--- config.mk ---
export PLATFORM = sky130hd
export DESIGN_NAME = row_shift_loader
export DESIGN_NICKNAME = d
export VERILOG_FILES = /design/src/rtl/row_shift_loader.sv
export SDC_FILE = /design/constraint.sdc
export NUM_CORES = 1
export LEC_CHECK = 0
export ABC_AREA = 1
export CORE_ASPECT_RATIO = 1.2
export CORE_MARGIN = 2
export CORE_UTILIZATION = 45
export CTS_CLUSTER_SIZE = 12
export DETAILED_ROUTE_END_ITERATION = 8
export GPL_TIMING_DRIVEN = 0
export PLACE_DENSITY = 0.81
export SYNTH_ARGS = -nofsm -noshare
export SYNTH_HDL_FRONTEND = slang
export SYNTH_SLANG_ARGS = --single-unit
--- constraint.sdc ---
create_clock -name clk -period 1.51 [get_ports clk]
set_clock_uncertainty 0.2 [all_clocks]
set_input_delay 0.2265 -clock clk [delete_from_list [all_inputs] [get_ports clk]]
set_output_delay 0.2265 -clock clk [all_outputs]
set_load 0.01 [all_outputs]
--- src/rtl/row_shift_loader.sv ---
`default_nettype none
// ============================================================================
// Module   : row_shift_loader
// Brief    : Fetches one row of pixels from frame memory on a row-advance
//            request, shifts it MSB-LED-first into the LED driver chain,
//            pulses the latch and acknowledges the request.
// Revision : 1.0
// ============================================================================
module row_shift_loader #(
    parameter int IMG_HEIGHT = 64,
    parameter int NUM_LEDS   = 32,
    parameter int PIX_W      = 3,
    parameter int SCLK_DIV   = 2
) (
    input  logic                                  clk,
    input  logic                                  reset,
    input  logic [$clog2(IMG_HEIGHT)-1:0]         row,
    input  logic                                  rowChange,
    output logic                                  rowChangeAck,
    output logic                                  memRd,
    output logic [$clog2(IMG_HEIGHT*NUM_LEDS)-1:0] memAddr,
    input  logic [PIX_W-1:0]                      memData,
    output logic [PIX_W-1:0]                      sdo,
    output logic                                  sclk,
    output logic                                  latch,
    output logic                                  busy
);

    localparam int c_ROW_W  = $clog2(IMG_HEIGHT);
    localparam int c_ADDR_W = $clog2(IMG_HEIGHT * NUM_LEDS);
    localparam int c_LED_W  = (NUM_LEDS > 1) ? $clog2(NUM_LEDS) : 1;
    localparam int c_CNT_W  = $clog2(SCLK_DIV + 1);

    localparam logic [c_LED_W-1:0] c_LED_MAX  = c_LED_W'(NUM_LEDS - 1);
    localparam logic [c_CNT_W-1:0] c_HALF_END = c_CNT_W'(SCLK_DIV - 1);
    localparam logic [c_CNT_W-1:0] c_LAT_END  = c_CNT_W'(1);

    typedef enum logic [2:0] {
        S_IDLE     = 3'd0,
        S_READ     = 3'd1,
        S_LOAD     = 3'd2,
        S_CLK_LO   = 3'd3,
        S_CLK_HI   = 3'd4,
        S_LATCH    = 3'd5,
        S_ACK      = 3'd6,
        S_WAIT_LOW = 3'd7
    } t_state;

    t_state              r_state;
    t_state              w_next_state;
    logic [c_CNT_W-1:0]  r_cnt;
    logic [c_ROW_W-1:0]  r_row_lat;
    logic [c_LED_W-1:0]  r_led_idx;
    logic [c_ADDR_W-1:0] r_mem_addr;
    logic [PIX_W-1:0]    r_sdo;
    logic                r_mem_rd;
    logic                r_sclk;
    logic                r_latch;
    logic                r_ack;
    logic                r_busy;

    logic                w_half_done;
    logic                w_latch_done;
    logic [c_ROW_W-1:0]  w_addr_row;
    logic [c_LED_W-1:0]  w_addr_led;
    logic [c_ADDR_W-1:0] w_next_addr;

    assign w_half_done  = (r_cnt == c_HALF_END);
    assign w_latch_done = (r_cnt == c_LAT_END);

    // The address is formed one cycle early so it is already registered in READ;
    // from IDLE it uses the live row, afterwards the latched row and next LED.
    always_comb begin
        w_addr_row  = (r_state == S_IDLE) ? row : r_row_lat;
        w_addr_led  = (r_state == S_IDLE) ? c_LED_MAX : (r_led_idx - c_LED_W'(1));
        w_next_addr = c_ADDR_W'(w_addr_row) * c_ADDR_W'(NUM_LEDS) + c_ADDR_W'(w_addr_led);
    end

    always_comb begin
        w_next_state = r_state;
        case (r_state)
            S_IDLE:     if (rowChange) w_next_state = S_READ;
            S_READ:     w_next_state = S_LOAD;
            S_LOAD:     w_next_state = S_CLK_LO;
            S_CLK_LO:   if (w_half_done) w_next_state = S_CLK_HI;
            S_CLK_HI:   if (w_half_done) w_next_state = (r_led_idx == '0) ? S_LATCH : S_READ;
            S_LATCH:    if (w_latch_done) w_next_state = S_ACK;
            S_ACK:      w_next_state = S_WAIT_LOW;
            S_WAIT_LOW: if (!rowChange) w_next_state = S_IDLE;
            default:    w_next_state = S_IDLE;
        endcase
    end

    // Outputs are registered from the next-state value so each is a clean flop.
    always_ff @(posedge clk) begin
        if (reset) begin
            r_state    <= S_IDLE;
            r_cnt      <= '0;
            r_row_lat  <= '0;
            r_led_idx  <= '0;
            r_mem_addr <= '0;
            r_sdo      <= '0;
            r_mem_rd   <= 1'b0;
            r_sclk     <= 1'b0;
            r_latch    <= 1'b0;
            r_ack      <= 1'b0;
            r_busy     <= 1'b0;
        end else begin
            r_state  <= w_next_state;
            r_cnt    <= (w_next_state != r_state) ? '0 : (r_cnt + c_CNT_W'(1));
            r_mem_rd <= (w_next_state == S_READ);
            r_sclk   <= (w_next_state == S_CLK_HI);
            r_latch  <= (w_next_state == S_LATCH);
            r_ack    <= (w_next_state == S_ACK);
            r_busy   <= (w_next_state != S_IDLE);

            if (r_state == S_IDLE && rowChange) begin
                r_row_lat <= row;
                r_led_idx <= c_LED_MAX;
            end
            if (r_state == S_CLK_HI && w_half_done && r_led_idx != '0) begin
                r_led_idx <= r_led_idx - c_LED_W'(1);
            end
            if (w_next_state == S_READ) begin
                r_mem_addr <= w_next_addr;
            end
            if (r_state == S_LOAD) begin
                r_sdo <= memData;
            end
        end
    end

    assign rowChangeAck = r_ack;
    assign memRd        = r_mem_rd;
    assign memAddr      = r_mem_addr;
    assign sdo          = r_sdo;
    assign sclk         = r_sclk;
    assign latch        = r_latch;
    assign busy         = r_busy;

endmodule
`default_nettype wire

; Word-level counts from Yosys, hierarchy flattened
; Cells that the tools add are included.
[totals]
wordCells = 47
reg_bits = 35
out_inout_bits = 19
input_bits = 12
[classes]
n_eq_ne = 13
n_mux = 11
addsub = 3
n_reduce_logical = 9
[op_table]
columns = cell, n
row1 = case mux 3 bit (8 select lines), 1
row2 = equality test 3 bit (second input constant), 7
row3 = two-way mux 3 bit, 6
row4 = two-way mux 5 bit, 3
row5 = adder 11 x 5 -> 11 bit, 1
row6 = equality test 3 x 1 -> 1 bit (second input constant), 2
row7 = equality test 3 x 2 -> 1 bit (second input constant), 2
row8 = two-way mux 6 bit, 1
row9 = logical NOT 5 bit, 1
row10 = nonzero test 5 bit, 1
row11 = subtractor 5 x 1 -> 5 bit (second input constant), 1
row12 = logical AND 1 bit, 3
row13 = logical NOT 3 bit, 1
row14 = inequality test 3 bit, 1
row15 = nonzero test 3 bit, 1
row16 = adder 2 x 1 -> 2 bit (second input constant), 1
row17 = equality test 2 x 1 -> 1 bit (second input constant), 1
row18 = nonzero test 2 bit, 1
row19 = OR reduction 2 bit, 1

; Logic depth before layout (Yosys ltp)
[logic_depth]
ltp_word = 6
ltp_mapped = 10
ltp_nobuf = 9

; Least setup slack after synthesis
; OpenSTA, ideal clock, no wires.
[synth_timing]
path_kind = register to register
start = register r_led_idx[0]
end = register r_mem_addr[6], in the netlist memAddr[6]
setup_slack_ps = -19
required_time_ps = 1194
setup_time_ps = 116
synth_period_minus_slack_ps = 1529
stages_incl_launch_ff = 10
arrival_ps = 1214
path_buffers = 1
path_cell_list = dfxtp_1 -> inv_1 -> ha_1 -> nand3_1 -> nand2_1 -> o21ai_4 -> inv_4 -> buf_6 -> nor2_2 -> nor2_1
[synth_between]
elab_chain_cells = 5
elab_cells_between_ends = 8
classes_between = add/sub: 2 / eq/ne: 1 / mux: 4 / reduce/logical: 1
[synth_rtl]
columns = element, line
row1 = start: declaration, 53  ; logic [c_LED_W-1:0] r_led_idx;
row2 = start signal: assignment, 119  ; r_led_idx <= c_LED_MAX;
row3 = start signal: assignment, 122  ; r_led_idx <= r_led_idx - c_LED_W'(1);
row4 = "parallel branches: the longest is 5 deep, another holds adder 11 x 5 -> 11 bit", --
row5 = end signal: assignment, 125  ; r_mem_addr <= w_next_addr;
row6 = end: declaration, 54  ; logic [c_ADDR_W-1:0] r_mem_addr;
; Parallel ways; which one is timed is not known.
; A chain may end at the register's enable or synchronous reset.

; Worst setup path after layout
[layout_timing]
start = register r_state[0]
end = register r_cnt[0]
[layout_between]
elab_chain_cells = 4
elab_cells_between_ends = 16
classes_between = eq/ne: 8 / mux: 6 / reduce/logical: 2
[layout_rtl]
columns = element, line
row1 = start: declaration, 49  ; t_state r_state;
row2 = start signal: assignment, 109  ; r_state <= w_next_state;
row3 = equality test 3 bit (tied with other cells), 81  ; case (r_state)
row4 = case mux 3 bit (8 select lines), 81
row5 = inequality test 3 bit (*), 110  ; r_cnt <= (w_next_state != r_state) ? '0 : (r_cnt + c_CNT_W'(1));
row6 = OR reduction 2 bit (no source line) (*), --
row7 = end signal: assignment, 110
row8 = end: declaration, 51  ; logic [c_CNT_W-1:0] r_cnt;
; Every way passes the cells marked *; elsewhere a longest branch is shown, timed or not.

==> results.cfg <==
[clock_network]
clock-sinks = 35
numCtsBuffers = 5
cts.clk_slew.worst_paths_ns = 0.07
cts-root-buf = clkbuf_8
h-tree-depth = 2
clkLatencyLatePin_ns = 0.30
tritoncts = yes
clk_path_buf_depth = 2

[synth]
yosysWarnings = 0
synth_top_area_frac = 0.452
synth-seq-cells = 35
synth_area_leaders = dfxtp_1 (45%), nand2_1 (14%), nor2_1 (7.0%)
synth_fp_nets = 217
ys_seq_area_frac = 0.452
syn_avg_cell_area_um2 = 7.67
synth_area_leader_cell = dfxtp_1
synth.distinct_cells = 26
syn-cell-area_mm2 = 0.00155
syn_inst = 202

[timing]
worst_slew_pin_slew_ns = 0.562
setup-tns-final_ns = -1.36
fin_crit_sh = 1.08
hold_viol = 0
final-setup-viol-count = 21
fmax_mhz = 615
rsz0062_at_grt = yes
fin_ws_ns = -0.116
layout_min_cycle_time_ns = 1.63
slew_violations = 0
relSlewSlack = 0.625

[pwr]
p_seq_frac = 0.384
ir_worst_vdd_v = 0.00100
comb_power_share = 0.356
p_int_w = 0.00194
p_total_w = 0.00293
switching_share = 0.336
clkPwrFrac = 0.259
p_leak_nw = 1.09
power_per_cell_area_mw_per_mm2 = 1220
p_sw_w = 0.000986

[setup_path]
cp_num_buf_inv = 1
crit_path_top_delay_cell = dfxtp_4
crit_top_cell = nor2_4
path_delay_family = simple AND/OR/NAND/NOR gates
path_cells = nor2_4 > nand2_2 > nor2_4 > nor2_4 > buf_4 > nand3_1 > nand3_2 > nor2_1
critPathKind = reg2reg
cp_max_fo = 6
required_ns = 1.54
max_stage_delay_ns = 0.38
critPathCaptureType = flop
worstPathArrival_ns = 1.65
start_kind = flop

[floorplanning]
pin_count = 31
fp.dieArea_mm2 = 0.00393
start_util = 0.468
fp-row-count = 23
die_w_um = 57.6
die_h_um = 68.3
core_mm2 = 0.00331

[placed_design]
portBuffers = 30
placed_cell_area_mm2 = 0.00191
dpl.hpwl_um = 2120
place.gp.congestion = 0.790
place_ws_ns = -0.352

[outcome]
status = complete, but fails checks
failed_checks = setup timing

[grt]
grt_max_degree = 11
grt_overflow = 0
grt.total_usage = 0.207
grt_pass1_vias = 1358
grt_pass1_wl_um = 6070
antenna_found_initial = 0

[final_layout]
final_nets = 273
n_antenna_cell = 0
area_growth_pct = 54.5
drive_gt1_frac = 0.382
design_area_mm2 = 0.00239
final_common_cell = nand2_1
layout_common_cells = nand2_1 (42), dfxtp_1 (29), nor2_1 (21), dlygate4sd2_1 (20), nand2_2 (15)
fillers = 240

[flow_run]
drv_cap = 0

[detailed_routing]
drt-pass1-iter-count = 4
vias = 1523
antenna_left = 0
drtIter0Drc = 52
drc = 0
wl_um = 4390
wl_per_cell_um = 14.8
routed_via_density = 5.15

[worst_hold_path]
hp-class = reg2reg
-- power by group through the flow --
stage	Sequential [W]	Clock, W	Combinational, W
after detailed placement	0.00113	0	0.000704
final	0.00113	0.000760	0.00104
after global routing	0.00114	0.000798	0.00112
after floorplan	0.00115	0	0.000444
after global placement	0.00112	0	0.000692
after CTS	0.00112	0.000751	0.000850
-- through the flow --
| stage | utilization | hold slack [ns] | cells |
|---|---|---|---|
| 2_1_floorplan | - | 0.170 | 202 |
| 3_3_place_gp | 0.577 | 0.206 | 269 |
| 5_1_grt | 0.723 | 0.263 | 296 |
| 3_5_place_dp | 0.577 | 0.216 | 269 |
| 4_1_cts | 0.667 | 0.243 | 292 |
| 6_report | 0.723 | 0.243 | 296 |
-- registers in the layout, indices dropped and copies added (netlist names) --
name	cells
sdo	3
r_row_lat	6
r_cnt	2
r_state	3
sclk	1
r_led_idx	5
memAddr	11
latch	1
memRd	1
busy	1
rowChangeAck	1
-- tightest hold or removal path, delay by kind of cell (launching register included) --
family          cells  cell delay [ns]
compound gates      1             0.05
buf+inv             1             0.04
flops               1             0.31
-- cells in the mapped netlist --
library cell,count
a21oi_2,4
nand2_8,1
o21ai_0,7
buf_12,1
o21ai_2,1
o211ai_1,1
nor2_2,7
a21oi_1,9
xnor2_1,1
buf_6,2
o21ai_4,1
o21ai_1,3
inv_1,19
buf_4,1
ha_1,3
inv_4,1
nand3_1,10
clkbuf_1,1
nor2_4,1
nor2_8,1
dfxtp_1,35
nor2_1,29
inv_2,2
xor2_1,1
nand2_1,58
nand3_2,2
-- cell families (layout without fill, tap and decap cells) --
kind of cell,count (synthesis),count (layout),synth area share
flops,35,35,0.452
compound gates,26,26,0.105
fa+ha+maj,3,3,0.0242
buf+inv,27,84,0.0897
simple gates,109,109,0.317
xor+xnor,2,2,0.0113
-- path summary, 6_finish.rpt --
check / cells after the start / startpoint / endpoint / slack, ns
worst max-delay path: 8 / r_state[0] / r_cnt[0] / -0.12
worst min-delay path: 2 / sdo[0] / sdo[0] / 0.24
worst max register to register: 8 / r_state[0] / r_cnt[0] / -0.12
worst min register to register: 2 / sdo[0] / sdo[0] / 0.24
-- metal layers --
metal / global-route usage / vias up / wire (um)
li1: - / 741 / -
met1: 0.237 / 724 / 1670
met2: 0.345 / 49 / 2410
met3: 0.0510 / 9 / 225
met4: 0.134 / 0 / 87
met5: 0 / - / 0
-- area by class of cell --
| type | instances | area, um^2 | share of cell area |
|---|---|---|---|
| multi-input combinational | 140 | 917 | 0.383 |
| sequential | 35 | 713 | 0.298 |
| timing repair buffer | 49 | 460 | 0.192 |
| clock buffer | 8 | 100 | 0.0418 |
| inverter | 22 | 90.1 | 0.0376 |
| buffer | 5 | 66.3 | 0.0277 |
| tap | 37 | 46.3 | 0.0193 |
-- repair_timing --
item                       4_1_cts  5_1_grt
setup endpoints to repair       43       32
hold buffers                     0        0
setup buffers                   13        6
cloned                           2        0
pin swaps                       12       18
resized for setup               46       49
No activity file was read; power rests on OpenSTA's default activity.
